File: src/rtl/dmem_arbiter.sv
// dmem_arbiter: shares single-port DMEM between a priority CPU port and a host req/ack port
module dmem_arbiter #(
  parameter int DATA_W = 32,
  parameter int ADDR_W = 11,
  parameter logic [31:0] BASE = 32'h10010000,
  parameter int MAX_WAIT = 4
) (
  input  logic              clk_in,
  input  logic              reset,
  input  logic              cpu_req,
  input  logic              cpu_we,
  input  logic [31:0]       cpu_addr,
  input  logic [DATA_W-1:0] cpu_wdata,
  output logic [DATA_W-1:0] cpu_rdata,
  output logic              cpu_stall,
  input  logic              host_req,
  input  logic              host_we,
  input  logic [31:0]       host_addr,
  input  logic [DATA_W-1:0] host_wdata,
  output logic              host_ack,
  output logic [DATA_W-1:0] host_rdata,
  output logic              host_err,
  output logic              mem_wena,
  output logic [ADDR_W-1:0] mem_addr,
  output logic [DATA_W-1:0] mem_wdata,
  input  logic [DATA_W-1:0] mem_rdata
);
  localparam int CW = $clog2(MAX_WAIT + 1);
  typedef enum logic [1:0] {IDLE, PEND, ACK} state_t;
  state_t state;
  logic [CW-1:0] wait_cnt;
  logic lat_we;
  logic [ADDR_W-1:0] lat_addr;
  logic [DATA_W-1:0] lat_wdata;
  logic [31:0] host_off;
  logic host_ok, gnt;
  // Range check, host grant (free cycle or wait exhausted) and DMEM mux
  always_comb begin
    host_off = host_addr - BASE;
    host_ok = host_off < (32'd4 << ADDR_W) && host_addr[1:0] == 2'b00;
    gnt = state == PEND && (!cpu_req || wait_cnt == CW'(MAX_WAIT));
    cpu_stall = gnt & cpu_req;
    host_ack = state == ACK;
    mem_wena = gnt ? lat_we : cpu_req & cpu_we;
    mem_addr = gnt ? lat_addr : ADDR_W'((cpu_addr - BASE) >> 2);
    mem_wdata = gnt ? lat_wdata : cpu_wdata;
    cpu_rdata = mem_rdata;
  end
  // Host transaction FSM: latch command, wait for a free or forced slot, then ack
  always_ff @(posedge clk_in or posedge reset)
    if (reset) begin
      state <= IDLE;
      wait_cnt <= '0;
      lat_we <= 1'b0;
      lat_addr <= '0;
      lat_wdata <= '0;
      host_err <= 1'b0;
      host_rdata <= '0;
    end else
      case (state)
        IDLE:
          if (host_req && host_ok) begin
            lat_we <= host_we;
            lat_addr <= ADDR_W'(host_off >> 2);
            lat_wdata <= host_wdata;
            wait_cnt <= '0;
            state <= PEND;
          end else if (host_req) begin
            host_err <= 1'b1;
            host_rdata <= '0;
            state <= ACK;
          end
        PEND:
          if (gnt) begin
            host_rdata <= mem_rdata;
            host_err <= 1'b0;
            state <= ACK;
          end else
            wait_cnt <= wait_cnt + CW'(1);
        default: state <= IDLE;
      endcase
endmodule

File: config.mk
export PLATFORM = sky130hd
export DESIGN_NAME = dmem_arbiter
export DESIGN_NICKNAME = d
export VERILOG_FILES = /design/src/rtl/dmem_arbiter.sv
export SDC_FILE = /design/constraint.sdc
export NUM_CORES = 1
export LEC_CHECK = 0
export ABC_AREA = 0
export CAP_MARGIN = 20
export CORE_UTILIZATION = 32
export CTS_BUF_LIST = sky130_fd_sc_hd__clkbuf_8 sky130_fd_sc_hd__clkbuf_16
export DETAILED_ROUTE_END_ITERATION = 6
export PLACE_DENSITY = 0.83
export SYNTH_ARGS = -nofsm -noshare
export SYNTH_HDL_FRONTEND = slang
export SYNTH_SLANG_ARGS = --single-unit
File: constraint.sdc
create_clock -name clk_in -period 2.4 [get_ports clk_in]
set_clock_uncertainty 0.1 [all_clocks]
set_input_delay 0.24 -clock clk_in [delete_from_list [all_inputs] [get_ports clk_in]]
set_output_delay 0.24 -clock clk_in [all_outputs]
set_load 0.005 [all_outputs]
* Word-level counts from Yosys, hierarchy flattened
Cells that the tools add are included.
** Word-level totals
- Register bits :: 82
- Latch bits :: 0
- RAM bits :: 0
- Memory bits (read-only) :: 0
- Input bits :: 166
- Output and inout port bits :: 111
- Word-level logic and storage cells :: 52
- Memories :: 0
** Operators by class
- Add/sub/neg operators :: 3
- Multiply operators :: 0
- Div/mod/pow operators :: 0
- Magnitude comparators :: 1
- Eq/ne operators :: 9
- Shifts and indexed selects :: 0
- Muxes and demuxes :: 18
- Bitwise operators :: 2
- Reductions and logical operators :: 12
** Operator list (count)
- $mux 32 :: 4
- $pmux 32 s2 :: 1
- $lt 32x14->1 const B :: 1
- $sub 32x29->32 const B :: 1
- $sub 13x1->13 const B :: 1
- $mux 11 :: 1
- $ne 2x2->1 const B :: 5
- $mux 2 :: 3
- $mux 3 :: 2
- $pmux 3 s2 :: 1
- $logic_not 2->1 :: 2
- $mux 1 :: 4
- $pmux 2 s2 :: 1
- $reduce_and 2->1 :: 2
- $reduce_and 4->1 :: 1
- $add 3x1->3 const B :: 1
- $eq 3x3->1 const B :: 1
- $logic_and 1x1->1 :: 3
- $ne 3x3->1 const B :: 1
- $reduce_and 3->1 :: 1
- $and 1x1->1 :: 2
- $eq 2x1->1 const B :: 1
- $eq 2x2->1 const B :: 1
- $pmux 1 s2 :: 1
- other kinds (3) :: 3

* Depth between registers and ports, before layout
- Depth in word-level cells :: 6
- Depth in mapped cells :: 8
- Gate-level depth less buffers :: 6

* Least setup slack after synthesis
OpenSTA, ideal clock, no wires.
- Kind :: register -> output
- Start :: register wait_cnt[0]
- End :: output port mem_wena
- Arrival :: 1640 ps
- Path slack :: 420 ps
- Cell stages (with the launch flop) :: 8
- Buffers on the path :: 2
- Path through :: dfrtp_1 > inv_1 > ha_1 > a21boi_1 > nor2_1 > buf_2 > clkbuf_1 > o21ai_0
** On the way
- Longest elaborated chain between the ends :: 4
** RTL lines
- start: declaration :: line 31 : logic [CW-1:0] wait_cnt;
- start signal: assignment :: line 79 : wait_cnt <= wait_cnt + CW'(1);
- $eq 3x3->1 :: line 41 : gnt = state == PEND && (!cpu_req || wait_cnt == CW'(MAX_WAIT));
- $logic_or 1x1->1 :: line 41
- $logic_and 1x1->1 :: line 41
- $mux 1 :: line 44 : mem_wena = gnt ? lat_we : cpu_req & cpu_we;
- end: declaration :: line 23 : output logic mem_wena,
Every way passes these cells.

* Final worst setup path
- Start :: register wait_cnt[0]
- End :: output port mem_addr[3]
** On the way
- Longest elaborated chain between the ends :: 4
** RTL lines
- $eq 3x3->1 :: line 41
- $logic_or 1x1->1 :: line 41
- $logic_and 1x1->1 :: line 41
- $mux 11 :: line 45 : mem_addr = gnt ? lat_addr : ADDR_W'((cpu_addr - BASE) >> 2);
- end: declaration :: line 24 : output logic [ADDR_W-1:0] mem_addr,
Every way passes these cells.

==> impl_results.md <==
* Total GRT Usage at 0.178
* Synthesized Nets at approximately 460
* Failing checks: setup timing
* Max Cap Violations at 0
* Hold Path Class: in2async
* Die W at about 110 um
* GRT Residual Overflow at 0
* Seq cells post-synth at 82
* Commonest non-fill, non-tap cell in the layout: clkdlybuf4s50_1
* Clk_lat worst skew at approximately 0.33 ns
* I/O Pins at 277
* Drt total wl at between 10 and 15 mm
* Vias in the first global route at approximately 3500
* DRT antenna net count at 0
* Crit path time final at approximately 2.4 ns
* Delay-heaviest family, CP: buffers and inverters
* Clock slew at reported path FFs at about 0.07 ns
* WP depth at 8
* Total negative slack at -0.00608 ns
* Relative slew slack at 0.710
* FP Rows at 39
* Die area at 0.0126 mm2
* Area of the mapped netlist at 0.00390 mm2
* First-pass GRT wire length at approximately 17 mm
* CTS Buf Count at 9
* GRT met3 Usage at 0.0443
* Crit-path cells: inv_2, ha_4, a21boi_4, nor2_4, buf_4, buf_12, mux2_2, dlygate4sd2_1
* H-tree depth at 3
* Slowest stage delay, CP at slightly below 0.4 ns
* Critical Path RT at ~2.1 ns
* GR Util met1 at 0.188
* Iter 0 DRT Violations at around 110
* Residual DRC count at 0
* DP Area at ~0.0064 mm2
* Worst r2r path cells at 4
* Register area share after synthesis at 0.526
* Overall Power at 3.20 mW
* Core area at around 0.012 mm2
* Sink Count at 82
* Routability cong. at approximately 0.7
* Vias/cell at about 4.7
* Reg-to-reg slack, setup at approximately 0.34 ns
* Busiest grt layer: met2
* Worst Setup Slack, final at -0.00608 ns
* Tcrit/Tclk final at 1.00
* WL per Instance at approximately 16 um
* Fin. max-slew vios at 0
* Fin area at about 0.0069 mm2
* CTS root buffer: clkbuf_16
* Synthesis Warnings at 0
* Synth Instances at a little under 300
* Nets at roughly 700
* Crit. End Element: output port
* Buf/Inv on CP at 4
* Worst vdd rail ir drop at between 0.0002 and 0.0003 V
* Starting Density at 0.335
* Distinct cells, synth at 27
* Leakage at a little over 3 nW
* Via count at about 3200
* Input/output buffers at 255
* Fillers at ~960
* P per Cell Area at around 470 mW/mm2
* Syn Area/Cell at between 10 and 15 um2
* Final Setup Violations at 1
* Met2 GRT Util at 0.346
* Share of the synthesized area in the top cell type at 0.526
* Fin. Hold Viols at 0
* CTS tree: done
* RSZ-0062 raised after global routing: true
* Worst path slowest cell: dfrtp_1
* Most area-consuming cells after synthesis: dfrtp_1 (53%), mux2_2 (20%), a22o_1 (7.2%), buf_4 (7.1%), mux2_1 (4.6%)
* CP startpoint kind: register
* Fmax at slightly above 400 MHz
* Post-synth top area cell: dfrtp_1
* Router iterations before antenna repair at 4
* Die H at 112 um
* Initial antenna violation count at 0
* Maximum root-to-sink buffer count at 2
* Largest net degree at the start of global routing at 83
* Ant diodes at 0
* P&R area growth vs syn at 75.8%
* HPWL after DPL at 8.07 mm
* Least-Margin Pin Slew at between 0.4 and 0.5 ns
* Commonest non-fill, non-tap cells in the layout: clkdlybuf4s50_1 (210), dfrtp_1 (82), mux2_2 (64)
* Arr. time, crit path at 2.07 ns
* CP max FO at 10
* Layout cells sized above 1 at 0.244
* Kind of critical path: reg2out
* Status: finished with violations
==> registers in the layout, indices dropped and copies added, names as in the netlist <==
register    flops
host_err        1
host_rdata     32
lat_addr       11
lat_wdata      32
lat_we          1
state           2
wait_cnt        3
==> path summary, 6_finish.rpt <==
path / start / endpoint
worst max-delay path: wait_cnt[0] / mem_addr[3]
worst min-delay path: reset / lat_wdata[26]
worst max register to register: state[0] / lat_addr[4]
worst min register to register: lat_wdata[5] / lat_wdata[5]
max in group asynchronous: reset / host_rdata[29]
min in group clk_in: lat_wdata[5] / lat_wdata[5]
==> where the power goes <==
group          internal (mW)  total, mW  switching (mW)
sequential              1.38       1.38         0.00125
clock                  0.804       1.35           0.550
combinational          0.331      0.461           0.130
==> layout make-up <==
class	count	area [um2]	area share
Timing Repair Buffer	275	2750	0.400
Sequential cell	82	2050	0.299
Multi-Input combinational cell	156	1570	0.229
Tap cell	143	179	0.0261
Clock buffer	9	225	0.0328
Inverter	4	18.8	0.00274
Clock inverter	7	71.3	0.0104
==> through the flow <==
step	hold WS [ns]	util	cells	setup slack, ns
final	0.269	0.588	676	-0.00608
after global routing	0.311	0.588	676	-0.101
after CTS	0.293	0.593	678	-0.101
after detailed placement	0.377	0.551	649	-0.107
after global placement	0.364	0.551	649	-0.0708
after floorplan	0.275	-	290	0.420
==> timing repair <==
action	CTS	global route
hold buffers	0	0
pin swaps	2	2
setup buffers	9	3
gates cloned	4	0
resized for setup	75	40
hold endpoints to repair	0	0
setup endpoints to repair	45	45
==> cell families (layout without fill, tap and decap cells) <==
family                   Yosys count  after routing  synth area share
multiplexers                      87             87             0.251
flip-flops                        82             82             0.526
buffers and inverters             52            295            0.0927
AO/OA/AOI/OAI                     40             40            0.0847
AND/OR/NAND/NOR                   26             26            0.0369
adder cells (fa/ha/maj)            2              2           0.00641
XOR/XNOR                           1              1           0.00225
==> routing by layer <==
layer | share of wire | vias to the layer above
met1 | 0.37 | 1519
met5 | 0 | -
met2 | 0.55 | 165
li1 | - | 1492
met3 | 0.074 | 9
met4 | 0.012 | 0
==> synthesized netlist by cell type <==
| library cell | count |
|---|---|
| nand4_1 | 1 |
| nor2b_1 | 2 |
| o31ai_2 | 1 |
| buf_6 | 3 |
| or3b_1 | 1 |
| buf_1 | 1 |
| nor2_1 | 4 |
| o21ai_0 | 6 |
| dfrtp_1 | 82 |
| a22o_1 | 32 |
| a21boi_1 | 1 |
| nand3_1 | 3 |
| mux2_2 | 71 |
| nor4b_1 | 1 |
| nand2_1 | 6 |
| inv_1 | 4 |
| clkbuf_1 | 3 |
| nand2b_1 | 2 |
| mux2_1 | 16 |
| nor3b_1 | 1 |
| xor2_1 | 1 |
| and2_1 | 1 |
| nor4_1 | 3 |
| ha_1 | 2 |
| buf_4 | 37 |
| buf_2 | 4 |
| nor3_2 | 1 |
==> worst min-delay path, cell delays in order <==
cell	delay [ns]
clkdlybuf4s50_1	0.44
clkinvlp_4	0.10
buf_12	0.34
No activity file was read; power rests on OpenSTA's default activity.
==> variant 1 (config.mk and constraints unchanged) <==
`DATA_W`: 32 -> 24.
--- a/src/rtl/dmem_arbiter.sv
+++ b/src/rtl/dmem_arbiter.sv
@@ -2,3 +2,3 @@
 module dmem_arbiter #(
-  parameter int DATA_W = 32,
+  parameter int DATA_W = 24,
   parameter int ADDR_W = 11,
Interface: changed (6 resized); port bits go from 277 to 229. No check against the original RTL was run, so the function may have changed too.
==> variant 1 against the original RTL <==
Critical path depth is 2 higher; cell area shrank 8.0%; largest power group unchanged; the run still ends with negative setup slack left; synthesized cell count grew 4.8%; global-route usage rose by 1.5 points; non-clock buffer count fell by 35; area after synthesis down 8.7%; worst setup slack worse by 0.053 ns; wire length shrank 0.94%; sequential cell count down 16; total power decreased by 24%; fmax down 2.2%.
==> variant 1: results (changes against the original RTL) <==
metric,value,unit,change
setup_tns,-0.328,ns,was -0.00608 ns
drive_gt1_frac,0.309,,was 0.244
crit_fanout,4,,was 10
violations,negative setup slack,,unchanged
synthAdderAreaFrac,0.00702,,was 0.00641
antenna_found_initial,0,,unchanged
yosysSeqAreaShare,0.463,,was 0.526
comb_cell_power,0.000447,W,was 0.000461 W
wl_per_cell,16.7,um,was 16.4 um
place.gp.congestion,0.774,,was 0.705
grt_pass1_wl,16900,um,was 17400 um
dp_hpwl,7410,um,was 8070 um
synth_compound_area_frac,0.125,,was 0.0847
root_buffer,clkbuf_8,,was clkbuf_16
grt_pass1_vias,3404,,was 3461
insertion_delay,0.34,ns,
synth_common_cells,"73 x a21oi_1, 66 x dfrtp_1, 41 x mux2_2",,"was 82 x dfrtp_1, 71 x mux2_2, 37 x buf_4"
antenna_left,0,,unchanged
nFillCells,884,,was 963
top_regs,"host_rdata (24), lat_wdata (24), lat_addr (11)",,"was host_rdata (32), lat_wdata (32), lat_addr (11)"
crit_slowest_cell,dfrtp_1,,unchanged
p_seq,0.00111,W,was 0.00138 W
synth_mux_area_frac,0.256,,was 0.251
max_stage_delay,0.37,ns,was 0.39 ns
synth_ff_type,dfrtp_1,,unchanged
async_reset_ff_frac,1.00,,unchanged
setup_viol,7,,was 1
hold_class,input port to register,,was input port to async pin
cp_top_family,buffers and inverters,,unchanged
post-place-ws,-0.171,ns,was -0.107 ns
ys_warn_count,0,,unchanged
synth-xor-area-share,0.00246,,was 0.00225
synth_nets,448,,was 458
synth.distinct_cells,34,,was 27
fin_total_pwr,0.00243,W,was 0.00320 W
num_antenna_cells,0,,unchanged
p_leak,2.81,nW,was 3.11 nW
arrival,2.12,ns,was 2.07 ns
peakVddDrop,0.000301,V,was 0.000279 V
numCtsBuffers,9,,unchanged
worst_slew_pin_slew,0.824,ns,was 0.435 ns
max-clock-path-buffers,2,,unchanged
layout_setup_ws,-0.0592,ns,was -0.00608 ns
htree_num_levels,3,,unchanged
drt_iter0_drc,155,,was 109
status,finished with violations,,unchanged
grt_max_degree,40,,was 83
synthTopCellsByArea,"dfrtp_1 46%, mux2_2 13%, mux2_4 13%, a21oi_1 10%, buf_4 5.1%",,"was dfrtp_1 53%, mux2_2 20%, a22o_1 7.2%, buf_4 7.1%, mux2_1 4.6%"
port_buffers,207,,was 255
track_usage,0.193,,was 0.178
cts.clk_slew.worst_paths,0.07,ns,about the same
nNetsFinal,656,,was 696
drtPass1Iterations,4,,unchanged
switching_share,0.224,,was 0.213
num_vias,3174,,was 3185
crit_top_cell,buf_12,,
synth_top_family_by_area,multiplexers,,unchanged
-- variant 1: what timing repair did --
| item | in CTS | in global routing |
|---|---|---|
| endpoints found under the hold margin | 5 | 0 |
| setup endpoints to repair | 37 | 57 |
| pin swaps | 1 | 2 |
| resized for setup | 158 | 35 |
| cloned | 4 | 1 |
| hold buffers | 1 | 0 |
| buffers inserted | 15 | 2 |
-- variant 1: metal layers --
layer | global-route usage | vias to the layer above | part of all wire
met3 | 0.0490 | 14 | 0.076
met1 | 0.209 | 1514 | 0.38
met5 | 0 | - | 0
li1 | - | 1488 | -
met2 | 0.360 | 158 | 0.53
met4 | 0.0705 | 0 | 0.016
-- variant 1: worst paths after layout --
check,depth (start not counted),from,slack [ns],to
setup / recovery,10,wait_cnt[1]$_DFFE_PP0P_,-0.06,mem_addr[5]
hold / removal,2,host_wdata[4],0.41,lat_wdata[4]$_DFFE_PP0P_
setup reg to reg,11,wait_cnt[1]$_DFFE_PP0P_,0.21,host_rdata[23]$_DFFE_PP0P_
hold reg to reg,1,lat_addr[7]$_DFFE_PP0P_,0.41,lat_addr[7]$_DFFE_PP0P_
max in group asynchronous,4,reset,0.98,lat_addr[0]$_DFFE_PP0P_
min in group asynchronous,3,reset,0.57,lat_wdata[14]$_DFFE_PP0P_
-- variant 1: final cells by class --
class | instances | share of cell area
Clock buffer | 9 | 0.0196
Clock inverter | 7 | 0.00872
Inverter | 4 | 0.00238
Multi-Input combinational cell | 191 | 0.278
Sequential cell | 66 | 0.262
Tap cell | 140 | 0.0278
Timing Repair Buffer | 240 | 0.402
-- variant 1: metrics by stage --
stage / std cells / area (um2)
3_5_place_dp: 621 / 5690
6_report: 657 / 6310
5_1_grt: 657 / 6310
2_1_floorplan: 304 / 3560
4_1_cts: 656 / 6230
3_3_place_gp: 621 / 5690
==> variant 2 (config.mk and constraints unchanged) <==
Without the edit above. The 3 states of `state_t` get a one-hot encoding in 3 bits.
--- a/src/rtl/dmem_arbiter.sv
+++ b/src/rtl/dmem_arbiter.sv
@@ -28,3 +28,3 @@
   localparam int CW = $clog2(MAX_WAIT + 1);
-  typedef enum logic [1:0] {IDLE, PEND, ACK} state_t;
+  typedef enum logic [2:0] {IDLE = 3'b001, PEND = 3'b010, ACK = 3'b100} state_t;
   state_t state;
Check against the original RTL: no difference found for any inputs over 4 cycles, from zero or initial values and one cycle with reset high; so few cycles prove little.
==> variant 2 against the original RTL <==
The flow still finishes with violations (negative setup slack); cell area up 6.1%; area after synthesis up 1.5%; total power up 3.7%; core utilization up 1.5 points; worst setup slack worse by 0.012 ns; final cell count up 6.8%; sequential cell count up 1; wire length up 12%; largest cell class unchanged; largest power group unchanged; highest routed layer unchanged.
==> variant 2: results (changes against the original RTL) <==
metric,value,unit,change
status,finished with violations,,unchanged
violations,negative setup slack,,unchanged
postSynthAreaPerCell,13.4,um2,was 13.5 um2
wl_per_cell,17.3,um,was 16.4 um
dp_hpwl,8560,um,was 8070 um
port_buffers,255,,unchanged
reg2reg_depth,5,,was 4
num_vias,3381,,was 3185
peakVddDrop,0.000245,V,was 0.000279 V
ys_warn_count,0,,unchanged
drive_gt1_frac,0.309,,was 0.244
track_usage,0.198,,was 0.178
grt_pass1_wl,19200,um,was 17400 um
setup_viol,11,,was 1
yosysSeqAreaShare,0.525,,was 0.526
crit_fanout,5,,was 10
drt_iter0_drc,104,,was 109
synth_nets,464,,was 458
synthTopCellsByArea,"dfrtp_1 52%, mux2_2 19%, a22o_1 7.1%, buf_4 6.4%, mux2_1 5.4%",,"was dfrtp_1 53%, mux2_2 20%, a22o_1 7.2%, buf_4 7.1%, mux2_1 4.6%"
drtPass1Iterations,4,,unchanged
grt_max_degree,84,,was 83
p_leak,3.36,nW,was 3.11 nW
synth_common_cells,"82 x dfrtp_1, 68 x mux2_2, 34 x buf_4",,"was 82 x dfrtp_1, 71 x mux2_2, 37 x buf_4"
setup_tns,-0.0950,ns,was -0.00608 ns
arrival,2.08,ns,
htree_num_levels,3,,unchanged
grt_pass1_vias,3787,,was 3461
place.gp.congestion,0.769,,was 0.705
layout_setup_ws,-0.0179,ns,was -0.00608 ns
crit_start,state[2]$_DFFE_PP0P_,,was wait_cnt[0]$_DFFE_PP0P_
insertion_delay,0.33,ns,about the same
root_buffer,clkbuf_16,,unchanged
r2r-start,state[0]$_DFFE_PP1P_,,was state[0]$_DFFE_PP0P_
finalCriticalPeriod,2.42,ns,was 2.41 ns
antenna_found_initial,0,,unchanged
dp_cells,686,,was 649
async_reset_ff_frac,1.00,,unchanged
fin_cells,722,,was 676
worst_slew_pin_slew,0.594,ns,was 0.435 ns
synth.distinct_cells,30,,was 27
numCtsBuffers,9,,unchanged
-- variant 2: cell types whose count changed after synthesis, sizes merged, moves of 2 or more --
cell / unedited run / this run
nor2: 4 / 7
nor2b: 2 / 0
nand2b: 2 / 0
o21ai: 6 / 3
-- variant 2: through the flow --
| step | utilization | instance area [um2] | setup slack [ns] |
|---|---|---|---|
| after floorplan | - | 3960 | 0.299 |
| after global placement | 0.547 | 6600 | -0.225 |
| after detailed placement | 0.547 | 6600 | -0.257 |
| after CTS | 0.604 | 7280 | -0.0896 |
| after global routing | 0.603 | 7280 | -0.0812 |
| final | 0.603 | 7280 | -0.0179 |
-- variant 2: kinds of logic (layout without fill, tap and decap cells) --
group,Yosys count,count (layout),synth area share
mux,88,88,0.250
flops,83,83,0.525
buf+inv,53,311,0.0878
compound gates,38,38,0.0825
simple gates,30,30,0.0442
fa+ha+maj,2,2,0.00632
xor+xnor,2,2,0.00442
-- variant 2: timing repair --
action	4_1_cts	5_1_grt
gates resized for setup	240	25
pin swaps	4	2
gates cloned	4	0
setup endpoints to repair	45	45
buffers inserted	21	0
hold endpoints to repair	0	0
-- variant 2: final timing paths --
path | end | slack (ns)
setup reg to reg | lat_addr[7]$_DFFE_PP0P_ | 0.13
hold reg to reg | lat_wdata[3]$_DFFE_PP0P_ | 0.39
setup / recovery | mem_wdata[17] | -0.02
max in group asynchronous | state[0]$_DFFE_PP1P_ | 1.57
min in group clk_in | lat_wdata[3]$_DFFE_PP0P_ | 0.39
hold / removal | lat_wdata[20]$_DFFE_PP0P_ | 0.29
-- variant 2: area by class of cell --
| cell class | instances | area [um2] |
|---|---|---|
| fillers | 949 | 4790 |
| inverters | 5 | 22.5 |
| well taps | 168 | 210 |
| flip-flops and latches | 83 | 2080 |
| clock buffers | 11 | 253 |
| multi-input cells | 160 | 1710 |
| repair buffers | 291 | 2960 |
| clock inverters | 4 | 42.5 |
-- variant 2: routing by layer --
layer / vias to the layer above / track usage / part of all wire
li1: 1548 / - / -
met1: 1656 / 0.209 / 0.38
met2: 161 / 0.371 / 0.53
met3: 16 / 0.0589 / 0.076
met4: 0 / 0.0684 / 0.017
met5: - / 0 / 0
-- variant 2: critical path, cell delays in order (launching register included) --
cell and delay, ns:
dfrtp_1 0.38, or3b_4 0.40, nor2_4 0.16, buf_6 0.15, buf_16 0.12, buf_8 0.11, mux2_4 0.31, buf_6 0.12
-- variant 2: where the power goes --
| part | switching, W | internal, W |
|---|---|---|
| combinational | 0.000162 | 0.000381 |
| clock | 0.000521 | 0.000848 |
| sequential | 0.00000186 | 0.00140 |
| total | 0.000685 | 0.00263 |
